===== config.mk =====
export PLATFORM = sky130hd
export DESIGN_NAME = uart_apb_master_flat
export DESIGN_NICKNAME = d
export VERILOG_FILES = /design/src/rtl/uart_apb_pkg.sv /design/src/rtl/uart_apb_master_if.sv /design/src/rtl/uart_apb_master.sv /design/src/flat_wrapper.sv
export SDC_FILE = /design/constraint.sdc
export NUM_CORES = 1
export LEC_CHECK = 0
export CAP_MARGIN = 20
export CORE_MARGIN = 4
export CORE_UTILIZATION = 30
export DETAILED_ROUTE_END_ITERATION = 10
export PLACE_DENSITY_LB_ADDON = 0.1
export SKIP_LAST_GASP = 1
export SYNTH_ARGS = -nofsm -noshare
export SYNTH_HDL_FRONTEND = slang
export SYNTH_SLANG_ARGS = --single-unit

===== constraint.sdc =====
create_clock -name clk_i -period 3.25 [get_ports clk_i]
set_input_delay 0.975 -clock clk_i [delete_from_list [all_inputs] [get_ports clk_i]]
set_output_delay 0.975 -clock clk_i [all_outputs]
set_load 0.03 [all_outputs]

===== src/rtl/uart_apb_pkg.sv =====
// Shared types for the APB initiator that drives the uart_top register port.
// FSM state and response status encodings.
package uart_apb_pkg;

    typedef enum logic [2:0] {
        IDLE   = 3'd0,
        SETUP  = 3'd1,
        ACCESS = 3'd2,
        GAP    = 3'd3,
        RESP   = 3'd4
    } apb_mst_state_t;

    typedef enum logic [1:0] {
        OK             = 2'd0,
        SLVERR         = 2'd1,
        TIMEOUT        = 2'd2,
        POLL_EXHAUSTED = 2'd3
    } apb_rsp_status_t;

endpackage


===== src/rtl/uart_apb_master_if.sv =====
// Command, response and APB signal bundle for uart_apb_master.
// master = initiator view, slave = controller plus APB target view.
interface uart_apb_master_if #(
    parameter int ADDR_W = 5,
    parameter int DATA_W = 32
);
    logic              cmd_valid_i;
    logic              cmd_ready_o;
    logic              cmd_write_i;
    logic              cmd_poll_i;
    logic [ADDR_W-1:0] cmd_addr_i;
    logic [DATA_W-1:0] cmd_wdata_i;
    logic [DATA_W-1:0] cmd_mask_i;
    logic              rsp_valid_o;
    logic              rsp_ready_i;
    logic [DATA_W-1:0] rsp_rdata_o;
    logic [1:0]        rsp_status_o;
    logic              psel_o;
    logic              penable_o;
    logic              pwrite_o;
    logic [ADDR_W-1:0] paddr_o;
    logic [DATA_W-1:0] pwdata_o;
    logic [DATA_W-1:0] prdata_i;
    logic              pready_i;
    logic              pslverr_i;

    modport master (
        input  cmd_valid_i, cmd_write_i, cmd_poll_i,
        input  cmd_addr_i, cmd_wdata_i, cmd_mask_i,
        input  rsp_ready_i, prdata_i, pready_i, pslverr_i,
        output cmd_ready_o, rsp_valid_o, rsp_rdata_o,
        output rsp_status_o, psel_o, penable_o,
        output pwrite_o, paddr_o, pwdata_o
    );

    modport slave (
        output cmd_valid_i, cmd_write_i, cmd_poll_i,
        output cmd_addr_i, cmd_wdata_i, cmd_mask_i,
        output rsp_ready_i, prdata_i, pready_i, pslverr_i,
        input  cmd_ready_o, rsp_valid_o, rsp_rdata_o,
        input  rsp_status_o, psel_o, penable_o,
        input  pwrite_o, paddr_o, pwdata_o
    );

endinterface


===== src/rtl/uart_apb_master.sv =====
// APB initiator: one command at a time, wait-state watchdog, masked poll reads.
// One shared counter times both the pready watchdog and the poll gap.
module uart_apb_master
    import uart_apb_pkg::*;
#(
    parameter int ADDR_W      = 5,
    parameter int DATA_W      = 32,
    parameter int TIMEOUT_CYC = 256,
    parameter int POLL_GAP    = 10,
    parameter int POLL_MAX    = 1024
) (
    input logic clk_i,
    input logic reset_i,
    uart_apb_master_if.master bus
);

    localparam int CNT_MAX = (TIMEOUT_CYC > POLL_GAP) ? TIMEOUT_CYC : POLL_GAP;
    localparam int CNT_W   = $clog2(CNT_MAX + 1);
    localparam logic [CNT_W-1:0] TO_LAST  = CNT_W'(TIMEOUT_CYC - 1);
    localparam logic [CNT_W-1:0] GAP_LAST = CNT_W'(POLL_GAP - 1);
    localparam logic [31:0]      PMAX     = 32'(POLL_MAX);

    apb_mst_state_t    r_state;
    apb_mst_state_t    w_nxt;
    apb_rsp_status_t   r_status;
    apb_rsp_status_t   w_status;
    logic [CNT_W-1:0]  r_cnt;
    logic [CNT_W-1:0]  w_cnt;
    logic [31:0]       r_rdcnt;
    logic [31:0]       w_rdcnt;
    logic [DATA_W-1:0] r_rdata;
    logic [DATA_W-1:0] w_rdata;
    logic              r_write;
    logic              r_poll;
    logic [ADDR_W-1:0] r_addr;
    logic [DATA_W-1:0] r_wdata;
    logic [DATA_W-1:0] r_mask;
    logic              r_cmd_ready;
    logic              r_rsp_valid;
    logic              r_psel;
    logic              r_penable;
    logic              r_pwrite;
    logic [ADDR_W-1:0] r_paddr;
    logic [DATA_W-1:0] r_pwdata;
    logic              w_accept;
    logic              w_miss;

    assign w_accept = bus.cmd_valid_i & r_cmd_ready;
    assign w_miss   = (bus.prdata_i & r_mask) != r_wdata;

    always_comb begin
        w_nxt    = r_state;
        w_status = r_status;
        w_rdata  = r_rdata;
        w_cnt    = r_cnt;
        w_rdcnt  = r_rdcnt;
        unique case (r_state)
            IDLE: begin
                if (w_accept) begin
                    w_nxt    = SETUP;
                    w_cnt    = '0;
                    w_rdcnt  = '0;
                    w_rdata  = '0;
                    w_status = OK;
                end
            end
            SETUP: begin
                w_nxt = ACCESS;
                w_cnt = '0;
            end
            ACCESS: begin
                if (bus.pready_i) begin
                    if (!r_write && r_rdcnt != '1)
                        w_rdcnt = r_rdcnt + 32'd1;
                    w_rdata = r_write ? '0 : bus.prdata_i;
                    if (bus.pslverr_i) begin
                        w_nxt    = RESP;
                        w_status = SLVERR;
                    end else if (r_poll && w_miss) begin
                        if (PMAX != 32'd0 && w_rdcnt >= PMAX) begin
                            w_nxt    = RESP;
                            w_status = POLL_EXHAUSTED;
                        end else begin
                            w_nxt = GAP;
                            w_cnt = '0;
                        end
                    end else begin
                        w_nxt    = RESP;
                        w_status = OK;
                    end
                end else if (r_cnt == TO_LAST) begin
                    w_nxt    = RESP;
                    w_status = TIMEOUT;
                    w_rdata  = '0;
                end else begin
                    w_cnt = r_cnt + 1'b1;
                end
            end
            GAP: begin
                if (r_cnt == GAP_LAST) w_nxt = SETUP;
                else w_cnt = r_cnt + 1'b1;
            end
            RESP: begin
                if (bus.rsp_ready_i) w_nxt = IDLE;
            end
            default: w_nxt = IDLE;
        endcase
    end

    always_ff @(posedge clk_i or negedge reset_i) begin
        if (!reset_i) begin
            r_state     <= IDLE;
            r_status    <= OK;
            r_cnt       <= '0;
            r_rdcnt     <= '0;
            r_rdata     <= '0;
            r_write     <= 1'b0;
            r_poll      <= 1'b0;
            r_addr      <= '0;
            r_wdata     <= '0;
            r_mask      <= '0;
            r_cmd_ready <= 1'b1;
            r_rsp_valid <= 1'b0;
            r_psel      <= 1'b0;
            r_penable   <= 1'b0;
            r_pwrite    <= 1'b0;
            r_paddr     <= '0;
            r_pwdata    <= '0;
        end else begin
            r_state     <= w_nxt;
            r_status    <= w_status;
            r_cnt       <= w_cnt;
            r_rdcnt     <= w_rdcnt;
            r_rdata     <= w_rdata;
            r_cmd_ready <= (w_nxt == IDLE);
            r_rsp_valid <= (w_nxt == RESP);
            r_psel      <= (w_nxt == SETUP) || (w_nxt == ACCESS);
            r_penable   <= (w_nxt == ACCESS);
            if (w_accept) begin
                r_write  <= bus.cmd_write_i;
                r_poll   <= bus.cmd_poll_i & ~bus.cmd_write_i;
                r_addr   <= bus.cmd_addr_i;
                r_wdata  <= bus.cmd_wdata_i;
                r_mask   <= bus.cmd_mask_i;
                r_paddr  <= bus.cmd_addr_i;
                r_pwrite <= bus.cmd_write_i;
                r_pwdata <= bus.cmd_write_i ? bus.cmd_wdata_i : '0;
            end else if (w_nxt == SETUP) begin
                // re-issue of a poll read after the gap
                r_paddr  <= r_addr;
                r_pwrite <= r_write;
                r_pwdata <= r_write ? r_wdata : '0;
            end else if (w_nxt != ACCESS) begin
                r_paddr  <= '0;
                r_pwrite <= 1'b0;
                r_pwdata <= '0;
            end
        end
    end

    assign bus.cmd_ready_o  = r_cmd_ready;
    assign bus.rsp_valid_o  = r_rsp_valid;
    assign bus.rsp_rdata_o  = r_rdata;
    assign bus.rsp_status_o = r_status;
    assign bus.psel_o       = r_psel;
    assign bus.penable_o    = r_penable;
    assign bus.pwrite_o     = r_pwrite;
    assign bus.paddr_o      = r_paddr;
    assign bus.pwdata_o     = r_pwdata;

endmodule


===== src/flat_wrapper.sv =====
// flat-port wrapper written by rule: the top's interface ports become plain ports
module uart_apb_master_flat import uart_apb_pkg::*;
#(
    parameter int ADDR_W      = 5,
    parameter int DATA_W      = 32,
    parameter int TIMEOUT_CYC = 256,
    parameter int POLL_GAP    = 10,
    parameter int POLL_MAX    = 1024
)
  (clk_i, reset_i, bus_cmd_valid_i, bus_cmd_write_i, bus_cmd_poll_i, bus_cmd_addr_i, bus_cmd_wdata_i, bus_cmd_mask_i, bus_rsp_ready_i, bus_prdata_i, bus_pready_i, bus_pslverr_i, bus_cmd_ready_o, bus_rsp_valid_o, bus_rsp_rdata_o, bus_rsp_status_o, bus_psel_o, bus_penable_o, bus_pwrite_o, bus_paddr_o, bus_pwdata_o);
  uart_apb_master_if #(.ADDR_W(ADDR_W), .DATA_W(DATA_W)) bus_i ();
  input logic clk_i;
  input logic reset_i;
  input wire logic [$bits(bus_i.cmd_valid_i)-1:0] bus_cmd_valid_i;
  input wire logic [$bits(bus_i.cmd_write_i)-1:0] bus_cmd_write_i;
  input wire logic [$bits(bus_i.cmd_poll_i)-1:0] bus_cmd_poll_i;
  input wire logic [$bits(bus_i.cmd_addr_i)-1:0] bus_cmd_addr_i;
  input wire logic [$bits(bus_i.cmd_wdata_i)-1:0] bus_cmd_wdata_i;
  input wire logic [$bits(bus_i.cmd_mask_i)-1:0] bus_cmd_mask_i;
  input wire logic [$bits(bus_i.rsp_ready_i)-1:0] bus_rsp_ready_i;
  input wire logic [$bits(bus_i.prdata_i)-1:0] bus_prdata_i;
  input wire logic [$bits(bus_i.pready_i)-1:0] bus_pready_i;
  input wire logic [$bits(bus_i.pslverr_i)-1:0] bus_pslverr_i;
  output wire logic [$bits(bus_i.cmd_ready_o)-1:0] bus_cmd_ready_o;
  output wire logic [$bits(bus_i.rsp_valid_o)-1:0] bus_rsp_valid_o;
  output wire logic [$bits(bus_i.rsp_rdata_o)-1:0] bus_rsp_rdata_o;
  output wire logic [$bits(bus_i.rsp_status_o)-1:0] bus_rsp_status_o;
  output wire logic [$bits(bus_i.psel_o)-1:0] bus_psel_o;
  output wire logic [$bits(bus_i.penable_o)-1:0] bus_penable_o;
  output wire logic [$bits(bus_i.pwrite_o)-1:0] bus_pwrite_o;
  output wire logic [$bits(bus_i.paddr_o)-1:0] bus_paddr_o;
  output wire logic [$bits(bus_i.pwdata_o)-1:0] bus_pwdata_o;
  assign bus_i.cmd_valid_i = bus_cmd_valid_i;
  assign bus_i.cmd_write_i = bus_cmd_write_i;
  assign bus_i.cmd_poll_i = bus_cmd_poll_i;
  assign bus_i.cmd_addr_i = bus_cmd_addr_i;
  assign bus_i.cmd_wdata_i = bus_cmd_wdata_i;
  assign bus_i.cmd_mask_i = bus_cmd_mask_i;
  assign bus_i.rsp_ready_i = bus_rsp_ready_i;
  assign bus_i.prdata_i = bus_prdata_i;
  assign bus_i.pready_i = bus_pready_i;
  assign bus_i.pslverr_i = bus_pslverr_i;
  assign bus_cmd_ready_o = bus_i.cmd_ready_o;
  assign bus_rsp_valid_o = bus_i.rsp_valid_o;
  assign bus_rsp_rdata_o = bus_i.rsp_rdata_o;
  assign bus_rsp_status_o = bus_i.rsp_status_o;
  assign bus_psel_o = bus_i.psel_o;
  assign bus_penable_o = bus_i.penable_o;
  assign bus_pwrite_o = bus_i.pwrite_o;
  assign bus_paddr_o = bus_i.paddr_o;
  assign bus_pwdata_o = bus_i.pwdata_o;
  uart_apb_master #(.ADDR_W(ADDR_W), .DATA_W(DATA_W), .TIMEOUT_CYC(TIMEOUT_CYC), .POLL_GAP(POLL_GAP), .POLL_MAX(POLL_MAX)) u_core (.clk_i(clk_i), .reset_i(reset_i), .bus(bus_i));
endmodule

==> After elaboration in Yosys (flattened, before gate mapping) <==
Cells that the tools add are included.
{ "classes": {"bitwise": 4, "n_reduce_logical": 13, "muxes": 45, "add_sub_neg": 2, "order_cmp": 1, "eq_ne": 21} }
{ "op_table": {"columns": ["cell", "count"], "rows": [
  ["two-way mux 32 bit", 13],
  ["one-hot mux 32 bit (2 select lines)", 2],
  ["two-way mux 9 bit", 7],
  ["one-hot mux 9 bit (4 select lines)", 1],
  ["adder 32 x 1 -> 32 bit, second input constant", 1],
  ["bitwise AND 32 bit", 1],
  ["greater-or-equal comparator 32 x 11 -> 1 bit, second input constant", 1],
  ["!= test 32 bit", 1],
  ["!= test 32 bit, second input constant", 1],
  ["two-way mux 3 bit", 8],
  ["two-way mux 5 bit", 3],
  ["one-hot mux 3 bit (5 select lines)", 1],
  ["two-way mux 2 bit", 6],
  ["adder 9 x 1 -> 9 bit, second input constant", 1],
  ["== test 3 x 2 -> 1 bit, second input constant", 3],
  ["== test 9 x 4 -> 1 bit, second input constant", 1],
  ["== test 9 x 8 -> 1 bit, second input constant", 1],
  ["!= test 3 x 2 -> 1 bit, second input constant", 3],
  ["!= test 3 bit, second input constant", 3],
  ["AND reduction 7 bit", 1],
  ["== test 3 x 1 -> 1 bit, second input constant", 2],
  ["== test 3 bit, second input constant", 2],
  ["logical NOT 3 bit", 2],
  ["AND reduction 3 bit", 2],
  ["other kinds (14)", 19]
]} }
{ "word_totals": {"output_inout_bits": 76, "in_bits": 109, "word_cells": 103, "ff_bits": 191} }

==> Logic depth before layout (Yosys ltp) <==
{ "logic_depth": {"ltp_word": 15, "ltp_mapped": 14, "depth_no_buf": 12} }

==> Least setup slack after synthesis <==
Ideal clock, no wire load.
{ "synth_path": {"path_kind": "register to register", "from": "register u_core.r_rdcnt[0]", "to": "register u_core.r_cnt[0]", "stages_incl_launch_ff": 12, "t_required_ps": 3125, "period_less_slack_ps": 2914, "setup_slack_ps": 336, "t_arrival_ps": 2789, "setup_time_ps": 125, "cell_sequence": "dfrtp_1 -> ha_1 -> nand2_1 -> or4_1 -> nor4_2 -> mux2i_1 -> nand3_1 -> nor4_1 -> and4b_1 -> buf_6 -> o21ai_4 -> mux2_4"} }
{ "synth_via": {"elab_chain_len": 8, "word_cells_on_any_way": 9, "classes_between": "add/sub: 1; order compare: 1; eq/ne: 2; mux: 3; reduce/logical: 2"} }
{ "synth_rtl": {"columns": ["item", "line", "text"], "rows": [
  ["start, declared", "uart_apb_master.sv:29", "logic [31:0] r_rdcnt;"],
  ["start signal, assigned", "uart_apb_master.sv:133", "r_rdcnt <= w_rdcnt;"],
  ["branches (longest 2 deep; another with adder 32 x 1 -> 32 bit)", null, null],
  ["two-way mux 32 bit (*)", "uart_apb_master.sv:73", "if (!r_write && r_rdcnt != '1)"],
  ["two-way mux 32 bit (*)", "uart_apb_master.sv:72", "if (bus.pready_i) begin"],
  ["two-way mux 32 bit (*)", "uart_apb_master.sv:57", "unique case (r_state)"],
  ["greater-or-equal comparator 32 x 11 -> 1 bit (*)", "uart_apb_master.sv:80", "if (PMAX != 32'd0 && w_rdcnt >= PMAX) begin"],
  ["!= test 3 bit (no source line) (*)", null, null],
  ["AND reduction 7 bit (no source line) (*)", null, null],
  ["end signal, assigned", "uart_apb_master.sv:132", "r_cnt <= w_cnt;"],
  ["end, declared", "uart_apb_master.sv:27", "logic [CNT_W-1:0] r_cnt;"]
]} }
Mark *: on every way between the ends. The select of a mux whose other input is x is not followed.
A chain may end at the register's enable or synchronous reset.

==> Final worst setup path <==
{ "layout_path": {"from": "input port bus_prdata_i[12]", "to": "register u_core.r_cnt[6]"} }
{ "layout_via": {"elab_chain_len": 5} }
{ "layout_rtl": {"columns": ["item", "line", "text"], "rows": [
  ["start, declared", "flat_wrapper.sv:21", "input wire logic [$bits(bus_i.prdata_i)-1:0] bus_prdata_i;"],
  ["bitwise AND 32 bit", "uart_apb_master.sv:49", "assign w_miss = (bus.prdata_i & r_mask) != r_wdata;"],
  ["!= test 32 bit", "uart_apb_master.sv:49", null],
  ["logical AND 1 bit", "uart_apb_master.sv:79", "end else if (r_poll && w_miss) begin"],
  ["!= test 3 x 2 -> 1 bit (no source line)", null, null],
  ["AND reduction 7 bit (no source line)", null, null]
]} }
No other way between the ends.

==> impl_metrics.prom <==
# TYPE chip_impl_metric gauge
chip_impl_info{name="outcome",value="complete, no violations"} 1
chip_impl_info{name="synthMostInstantiatedCell",value="nand2_1"} 1
chip_impl_metric{name="design.core.area",unit="sq um"} 30000
chip_impl_metric{name="met1_usage_in_global_routing",unit="%"} 25.7
chip_impl_metric{name="setup_tns",unit="ps"} 0
chip_impl_metric{name="overflow",unit=""} 0
chip_impl_metric{name="report.final.setup_viol",unit=""} 0
chip_impl_metric{name="number_of_antenna_violations_at_the_first_check_in_global_routing",unit=""} 3
chip_impl_metric{name="period_share",unit="%"} 96.2
chip_impl_metric{name="cellLeakagePower",unit="nW"} 5.84
chip_impl_metric{name="max_stage_delay",unit="ps"} 500
chip_impl_metric{name="floorplan.initialDensity",unit="%"} 30.7
chip_impl_metric{name="register_cell_area_after_layout",unit="sq um"} 4780
chip_impl_metric{name="place.port_buffers",unit=""} 184
chip_impl_metric{name="initialDrtViolationCount",unit=""} 737
chip_impl_info{name="timing.setup.critical_path_class",value="input port to flop"} 1
chip_impl_metric{name="worst_setup_hold_path_clk_slew",unit="ps"} 80
chip_impl_metric{name="clock.fmax",unit="MHz"} 320
chip_impl_metric{name="mappedNetlistNets",unit=""} 1104
chip_impl_metric{name="wl",unit="um"} 30400
chip_impl_info{name="ys_top_cells_by_area",value="dfrtp_1, nand2_1, xnor2_1, a222oi_1, a22o_1"} 1
chip_impl_metric{name="final_nets",unit=""} 1319
chip_impl_info{name="clk_root_buffer_cell",value="clkbuf_16"} 1
chip_impl_metric{name="slew_at_the_pin_closest_to_its_max_slew_limit",unit="ps"} 1030
chip_impl_metric{name="data_required_time_at_the_worst_endpoint",unit="ps"} 3560
chip_impl_metric{name="power",unit="W"} 0.00944
chip_impl_metric{name="die_area",unit="sq um"} 33600
chip_impl_metric{name="track_usage",unit="%"} 18.0
chip_impl_metric{name="post_dp_hpwl",unit="um"} 21300
chip_impl_metric{name="vias_in_the_first_global_route",unit=""} 8197
chip_impl_metric{name="design.portCount",unit=""} 185
chip_impl_metric{name="multi_input_comb_area",unit="sq um"} 4140
chip_impl_metric{name="power-per-cell-area",unit="nW/um^2"} 747
chip_impl_metric{name="cts.sinks",unit=""} 191
chip_impl_metric{name="synthDistinctLibCells",unit=""} 67
chip_impl_metric{name="area_growth",unit="%"} 37.2
chip_impl_metric{name="final-max-slew-violation-count",unit=""} 0
chip_impl_metric{name="utilization",unit="%"} 42.2
chip_impl_metric{name="synth.avg_cell_area",unit="sq um"} 9.29
chip_impl_metric{name="drt-pass1-iter-count",unit=""} 8
chip_impl_metric{name="synthDominantCellAreaShare",unit="%"} 51.6
chip_impl_metric{name="synth-seq-area-share",unit="%"} 51.9
chip_impl_metric{name="gpl.final_weighted_congestion",unit=""} 0.850
chip_impl_metric{name="drc",unit=""} 0
chip_impl_metric{name="horizontal_die_dimension",unit="um"} 183
chip_impl_metric{name="use_met2",unit="%"} 27.8
chip_impl_metric{name="cap_violations",unit=""} 0
chip_impl_info{name="unrepaired_setup_endpoints_after_global_routing",value="false"} 1
chip_impl_info{name="worst_setup_path_end_kind",value="flop"} 1
chip_impl_info{name="timing.critical_path.mode_cell",value="buf_4"} 1
chip_impl_metric{name="die_height",unit="um"} 183
chip_impl_info{name="most_used_layer_global_route",value="met2"} 1
chip_impl_metric{name="synth_enable_flop_cells",unit=""} 0
chip_impl_metric{name="period_needed",unit="ps"} 3130
chip_impl_metric{name="layout.cell_area.non_filler",unit="sq um"} 12600
chip_impl_metric{name="drt-wirelength-per-cell",unit="um"} 18.9
chip_impl_metric{name="cp_data_arrival_time",unit="ps"} 3440
chip_impl_metric{name="detail-route-antenna-nets",unit=""} 0
chip_impl_metric{name="timing.final.hold_violations",unit=""} 0
chip_impl_info{name="critical_path.slowest_cell",value="clkdlybuf4s50_1"} 1
chip_impl_metric{name="met3_use_gr",unit="%"} 4.66
chip_impl_info{name="start_kind",value="input port"} 1
chip_impl_metric{name="holdBufCountCts",unit=""} 0
chip_impl_metric{name="synth-async-reset-ratio",unit="%"} 100
chip_impl_info{name="tritoncts_clock_tree",value="yes"} 1
chip_impl_metric{name="layout.filler_cells",unit=""} 2989
chip_impl_metric{name="synth_cells",unit=""} 991
chip_impl_metric{name="floorplan.rows",unit=""} 63
chip_impl_metric{name="timing.slew.headroom",unit="%"} 31.1
chip_impl_metric{name="grt_start_max_net_pins",unit=""} 78
chip_impl_info{name="netlist.top_cell.by_area",value="dfrtp_1"} 1
chip_impl_info{name="netlist_top_cells_count",value="nand2_1, dfrtp_1, nor2_1"} 1
chip_impl_info{name="crit_chain",value="clkdlybuf4s50_1, nand2_1, xnor2_1, nor4_4, buf_4, nand4_1, o21ai_2, buf_4, nor4_2, buf_4, nand4b_1, buf_4, a41oi_1, o31ai_1"} 1
chip_impl_metric{name="postSynthRegisterBits",unit=""} 191
chip_impl_metric{name="detailroute.via_count",unit=""} 8045
chip_impl_metric{name="cp_max_fo",unit=""} 4
chip_impl_metric{name="placedInstanceArea",unit="sq um"} 11900
chip_impl_info{name="synthFlopType",value="dfrtp_1"} 1
chip_impl_metric{name="synth-warning-count",unit=""} 0
chip_impl_metric{name="rrSetupSlack",unit="ps"} 210
chip_impl_metric{name="h-tree-depth",unit=""} 4
chip_impl_metric{name="worst_hold_slack",unit="ps"} 475
chip_impl_metric{name="average_vias_per_placed_instance",unit=""} 5.00
chip_impl_metric{name="ir_worst_vdd",unit="uV"} 332
chip_impl_metric{name="post_synth_instance_area",unit="sq um"} 9210
chip_impl_metric{name="clock_tree_skew_after_final_layout",unit="ps"} 12.3
chip_impl_metric{name="clock_insertion_delay_worst_skew",unit="ps"} 430
chip_impl_metric{name="cts-buffers-inserted",unit=""} 17
chip_impl_metric{name="global_route_wire_length_before_repair",unit="um"} 48200
chip_impl_metric{name="share_of_cells_above_drive_strength_1",unit="%"} 11.5
chip_impl_metric{name="clock_tree.buffer_depth",unit=""} 2
chip_impl_info{name="hold_wc_path_type",value="flop to flop"} 1
## placed cells by master, fill, tap and decap left out, types with 20 or more instances in the layout
cell	synthesis	layout
a21oi_1	20	20
a222oi_1	32	32
a22o_1	33	33
buf_4	1	60
clkdlybuf4s50_1	0	183
dfrtp_1	190	189
inv_1	41	41
nand2_1	277	276
nand3_1	25	25
nand4_1	20	20
nor2_1	50	47
o21ai_0	49	47
xnor2_1	40	37
## path summary, 6_finish.rpt
path / to / from / cells after the start
setup / recovery: u_core.r_cnt[6] / bus_prdata_i[12] / 14
hold / removal: u_core.r_mask[22] / u_core.r_mask[22] / 2
setup reg to reg: u_core.r_cnt[0] / u_core.r_rdcnt[25] / 9
hold reg to reg: u_core.r_mask[22] / u_core.r_mask[22] / 2
max in group asynchronous: u_core.r_wdata[6] / reset_i / 2
min in group asynchronous: u_core.r_rdcnt[6] / reset_i / 1
## repair_timing
action | 4_1_cts | 5_1_grt
pin swaps | 0 | 3
resized for setup | 1 | 15
endpoints found under the hold margin | 0 | 0
endpoints found under the setup margin | 11 | 13
buffers inserted | 2 | 3
## area by class of cell
cell class	instances	share of cell area, %
repair buffers	253	19.6
inverters	41	1.22
multi-input cells	702	32.8
diodes	1	0.0198
clock buffers	19	3.58
well taps	390	3.86
clock inverters	13	1.10
flip-flops and latches	191	37.8
## flip-flops by register name, summed over array words and instances (netlist names), 2 cells and up
name,flops
u_core.r_mask,32
u_core.r_state,3
u_core.r_wdata,32
u_core.r_addr,5
u_core.r_rdcnt,32
u_core.bus.paddr_o,5
u_core.r_cnt,9
u_core.bus.rsp_status_o,2
u_core.bus.rsp_rdata_o,32
u_core.bus.pwdata_o,32
## report_power, final
group	switching [W]	internal (W)	total (W)
Sequential	0.000534	0.00307	0.00360
Clock	0.00106	0.00107	0.00213
Combinational	0.00215	0.00155	0.00370
## metal layers
metal	up-vias	share of wire, %
met3	21	6.6
met2	207	46
met4	4	1.0
met1	3907	47
met5	-	0.082
li1	3906	-
## worst max-delay path: cells and delay by family
kind / cells / cell delay (ps)
xor gates and xnor gates: 1 / 270
buffers and inverters: 5 / 1130
AOI/OAI and AO/OA: 3 / 370
and+or+nand+nor: 5 / 690
## logic make-up (layout without fill, tap and decap cells)
| family | Yosys count | count (layout) | synth area share (%) |
|---|---|---|---|
| AOI/OAI and AO/OA | 191 | 191 | 15.1 |
| xor gates and xnor gates | 41 | 41 | 3.90 |
| adders and majority gates | 4 | 4 | 0.543 |
| buffers and inverters | 98 | 326 | 4.51 |
| DFF | 191 | 191 | 51.9 |
| muxes | 9 | 9 | 1.17 |
| other | 0 | 1 | 0 |
| and+or+nand+nor | 457 | 457 | 22.8 |
## metrics by stage
step | std cells | worst slack [ps]
finish | 1610 | 125
CTS | 1606 | 1.75
global route | 1609 | 7.58
global placement | 1572 | -508
detailed placement | 1572 | -528
floorplan | 991 | 336
No activity file was read; power rests on OpenSTA's default activity.
